$ cat src/rtl/mod_digit_counter.sv
// mod_digit_counter
// One decimal-style digit that counts 0..MODULUS-1 with wrap or clamp at the
// bounds. It has a synchronous clear and a synchronous load with range checking,
// and a sticky error flag. carry/borrow are registered one-cycle pulses, so one
// digit's carry can drive the next digit's inc directly without a combinational
// chain between digits.
//
// Handshake: there is none. inc/dec/clr/load are level requests sampled on every
// rising clk edge, and every accepted request takes effect on that edge.
module mod_digit_counter #(
    parameter int MODULUS  = 6,
    parameter int WIDTH    = 4,
    parameter int SATURATE = 0
) (
    input  logic             clk,
    input  logic             rst_n,
    input  logic             inc,
    input  logic             dec,
    input  logic             clr,
    input  logic             load,
    input  logic [WIDTH-1:0] load_val,
    output logic [WIDTH-1:0] q,
    output logic             carry,
    output logic             borrow,
    output logic             at_max,
    output logic             at_zero,
    output logic             err
);

    // Parameter legality is checked at elaboration, so a bad configuration never builds.
    if (MODULUS < 2 || MODULUS > 16) begin : g_bad_modulus
        $error("mod_digit_counter: MODULUS must be in 2..16");
    end
    if (WIDTH < 1 || WIDTH > 8) begin : g_bad_width
        $error("mod_digit_counter: WIDTH must be in 1..8");
    end
    if ((2 ** WIDTH) < MODULUS) begin : g_too_narrow
        $error("mod_digit_counter: WIDTH too small to hold MODULUS-1");
    end

    // All comparisons and arithmetic use one extra bit. This lets q+1 at the top
    // of the range and an oversize load_val be compared without overflow.
    localparam logic [WIDTH:0]   MAX_EXT = (WIDTH + 1)'(MODULUS - 1);
    localparam logic [WIDTH-1:0] MAX_Q   = MAX_EXT[WIDTH-1:0];

    logic [WIDTH:0]   q_ext;
    logic [WIDTH:0]   load_ext;
    logic [WIDTH:0]   q_plus;
    logic [WIDTH:0]   q_minus;

    logic [WIDTH-1:0] q_next;
    logic             carry_next;
    logic             borrow_next;
    logic             err_next;

    assign q_ext    = {1'b0, q};
    assign load_ext = {1'b0, load_val};
    assign q_plus   = q_ext + (WIDTH + 1)'(1);
    assign q_minus  = q_ext - (WIDTH + 1)'(1);

    // Next-state selection, priority clr > load > (inc xor dec) > hold.
    always_comb begin
        q_next      = q;
        carry_next  = 1'b0;
        borrow_next = 1'b0;
        err_next    = err;
        if (clr) begin
            q_next   = '0;
            err_next = 1'b0;
        end else if (load) begin
            if (load_ext > MAX_EXT) begin
                // An out-of-range load clamps to the top value and is flagged.
                q_next   = MAX_Q;
                err_next = 1'b1;
            end else begin
                q_next = load_val;
            end
        end else if (inc && !dec) begin
            if (q_ext == MAX_EXT) begin
                if (SATURATE == 0) begin
                    q_next     = '0;
                    carry_next = 1'b1;
                end
            end else begin
                q_next = q_plus[WIDTH-1:0];
            end
        end else if (dec && !inc) begin
            if (q_ext == '0) begin
                if (SATURATE == 0) begin
                    q_next      = MAX_Q;
                    borrow_next = 1'b1;
                end
            end else begin
                q_next = q_minus[WIDTH-1:0];
            end
        end
    end

    // State register. Reset is asynchronous and also cancels any pulse in flight.
    always_ff @(posedge clk or negedge rst_n) begin
        if (!rst_n) begin
            q      <= '0;
            carry  <= 1'b0;
            borrow <= 1'b0;
            err    <= 1'b0;
        end else begin
            q      <= q_next;
            carry  <= carry_next;
            borrow <= borrow_next;
            err    <= err_next;
        end
    end

    assign at_max  = (q == MAX_Q);
    assign at_zero = (q == '0);

endmodule

$ cat config.mk
export PLATFORM = sky130hd
export DESIGN_NAME = mod_digit_counter
export DESIGN_NICKNAME = d
export VERILOG_FILES = /design/src/rtl/mod_digit_counter.sv
export SDC_FILE = /design/constraint.sdc
export NUM_CORES = 1
export LEC_CHECK = 0
export CORE_AREA = 2 2 41 43
export DETAILED_ROUTE_END_ITERATION = 16
export DIE_AREA = 0 0 43 45
export MAX_ROUTING_LAYER = met4
export PLACE_DENSITY = 0.73
export SLEW_MARGIN = 40
export SYNTH_ARGS = -nofsm -noshare
export SYNTH_HDL_FRONTEND = slang
export SYNTH_SLANG_ARGS = --single-unit
$ cat constraint.sdc
create_clock -name clk -period 2.9 [get_ports clk]
set_clock_uncertainty 0.05 [all_clocks]
set_input_delay 0.435 -clock clk [delete_from_list [all_inputs] [get_ports clk]]
set_output_delay 0.435 -clock clk [all_outputs]
set_load 0.01 [all_outputs]
==> impl_metrics.json <==
{
  "min_period_ps": 2377,
  "crit_chain": "inv_1, ha_1, nor3b_4, clkdlybuf4s50_1",
  "tightestPinTransition_ps": 450.4,
  "areaGrowthSynthToFinish_pct": 32.01,
  "internal_power_uw": 223.3,
  "ir_drop_mv": 0.2125,
  "cts_sinks": 7,
  "clk_latency_ps": 250,
  "core_mm2": 0.001471,
  "cp.required_ps": 2410,
  "syn_nets": 82,
  "cts_resized": 0,
  "critPathKind": "reg -> out",
  "fin_tns_setup_ps": 0,
  "hpwl_mm": 1.056,
  "cp_top_family": "buffers and inverters",
  "powerDensity_mw_per_mm2": 399.6,
  "ant_nets": 0,
  "multi_input_area_um2": 406.6,
  "maxCapViolCount": 0,
  "regToRegStartpoint": "q[0]",
  "switching_power_uw": 108.7,
  "p_clk_frac": 0.264,
  "report.final.slew_viol_count": 0,
  "outcome": "complete, no violations",
  "fin_ws_ps": 523.2,
  "antenna_found_initial": 0,
  "clockRootBuffer": "clkbuf_4",
  "reg2reg_slack_ps": 1140,
  "stdcell_count": 100,
  "synth-edff-count": 0,
  "arrival_ps": 1890,
  "slew_headroom": 0.6997,
  "grt_max_degree": 13,
  "finalCritPeriodShare": 0.8196,
  "syn_inst": 66,
  "utilization": 0.5646,
  "syn_avg_cell_area_um2": 9.536,
  "rows": 14,
  "rsz0062_at_grt": "false",
  "holdCritPathClass": "in -> async",
  "pwr-share-seq": 0.355,
  "grt_pass1_wl_mm": 2.076,
  "setup.worst_path.end_class": "primary output",
  "htreeDepth": 1,
  "final_hold_viol_count": 0,
  "die_w_um": 43,
  "grt_pass1_vias": 478,
  "vias": 546,
  "clk_path_buf_depth": 2,
  "timing.critical_path.buf_inv": 2,
  "setup_viol_count_final": 0,
  "synthArstFlopShare": 1.000,
  "dp_slack_ps": 777.6,
  "cpMaxStageDelayCell": "clkdlybuf4s50_1",
  "ff_latch_area_um2": 175.2,
  "hold_buffers": 0,
  "insertedDiodeCount": 0,
  "postCtsSetupRepairBufs": 0,
  "leakagePower_uw": 0.0003630,
  "grt.total_usage": 0.1506,
  "drive_above_1_share": 0.1548,
  "dr.pass1.iters": 4,
  "fillers": 153,
  "wl_per_cell_um": 13.17,
  "crit_path_max_incr_delay_ps": 570,
  "fmax_ghz": 0.4207,
  "vias_per_cell": 5.460,
  "worstSetupStartpoint": "q[0]",
  "placedCellCount": 96,
  "dieArea_mm2": 0.001935,
  "ys_seq_area_frac": 0.2783,
  "switching_share": 0.3274,
  "clkTransAtPathRegs_ps": 60,
  "pin_count": 19,
  "drtIter0Drc": 12,
  "yosysWarnings": 0,
  "route.detailed.drc": 0,
  "die_h_um": 45,
  "tritoncts": "built",
  "start_util": 0.4277,
  "worstPathMaxFanout": 7,
  "ys_types": 32,
  "grt_overflow": 0,
  "nets": 101,
  "numCtsBuffers": 3,
  "port_buffers": 18,
  "netlist_area_um2": 629.4,
  "critPathLaunchType": "flip-flop",
  "drt_wl_total_mm": 1.317,
  "globalplace.congestion": 0.8345,
  "synth-seq-cells": 7,
  "combPwrFrac": 0.381,
  "synth-main-ff-cell": "dfrtp_1"
}
## cell type report
class                   count  area share
well taps                  16     0.02410
repair buffers             18      0.2169
flip-flops and latches      7      0.2108
inverters                   6     0.02711
multi-input cells          49      0.4895
clock buffers               4     0.03163
## cells in the final DEF, fill, tap and decap left out, types with 2 or more instances in the layout
master and instances:
o21ai_1 2, clkdlybuf4s50_1 18, nand2b_1 2, nand3_1 3, o41ai_2 2, nand2_1 2
nor2_1 6, mux2i_1 2, inv_1 6, a21oi_1 3, a211oi_2 2, nor3_1 3
dfrtp_1 7, clkbuf_4 3, ha_1 6
## power groups by stage
stage	logic, µW	clock network, µW	registers [µW]
2_1_floorplan	83.6	0	116
3_3_place_gp	124	0	119
3_5_place_dp	127	0	120
4_1_cts	127	91.5	118
5_1_grt	137	95.4	120
6_report	126	87.7	118
## metal layers
layer | global-route usage | part of all wire | up-vias
met2 | 0.2697 | 0.53 | 21
li1 | - | - | 271
met1 | 0.1708 | 0.41 | 252
met3 | 0.01200 | 0.053 | 2
met4 | 0.07273 | 0.0061 | 0
met5 | - | 0 | -
## kinds of logic (layout without fill, tap and decap cells)
logic type                 Yosys count  count (layout)  share of synthesized area
and+or+nand+nor                     25              25                     0.2744
AOI/OAI and AO/OA                   15              15                     0.2068
buffers and inverters               10              28                    0.07554
DFF                                  7               7                     0.2783
adders and majority gates            6               6                     0.1193
muxes                                2               2                    0.03181
xor gates and xnor gates             1               1                    0.01392
## synth_stat cells, types with 2 or more instances
| master | instances | share of area |
|---|---|---|
| ha_1 | 6 | 0.12 |
| nand2b_1 | 2 | 0.020 |
| buf_2 | 2 | 0.016 |
| o41ai_2 | 2 | 0.052 |
| nand2_1 | 2 | 0.012 |
| o21ai_1 | 2 | 0.016 |
| inv_1 | 6 | 0.036 |
| mux2i_1 | 2 | 0.032 |
| dfrtp_1 | 7 | 0.28 |
| nor2_1 | 6 | 0.036 |
| a211oi_2 | 2 | 0.040 |
| a21oi_1 | 3 | 0.024 |
| nand3_1 | 3 | 0.024 |
| nor3_1 | 3 | 0.024 |
## worst reg2reg max path, delay by kind of cell (launching register included)
family          cells  cell delay (ps)
simple gates        2              300
compound gates      2              440
fa+ha+maj           1              220
flops               1              460
buf+inv             1              150
## metrics by stage
stage | power, µW | instance area [µm²] | hold WS [ps]
finish | 332.0 | 830.8 | 401.6
CTS | 336.9 | 830.8 | 407.9
global route | 352.3 | 830.8 | 431.0
floorplan | 199.9 | 629.4 | 89.41
global placement | 243.1 | 804.5 | 432.1
detailed placement | 246.6 | 804.5 | 441.0
## final timing paths
| kind | end | cells past startpoint |
|---|---|---|
| worst max-delay path | at_zero | 4 |
| worst min-delay path | q[3] | 1 |
| worst max register to register | q[1] | 6 |
| worst min register to register | err | 2 |
| max in group asynchronous | carry | 1 |
| min in group clk | err | 2 |
## sequential cells by signal, summed over array words and instances (netlist names)
name    flops
q           4
carry       1
err         1
borrow      1
Power figures use the tool's default switching activity.
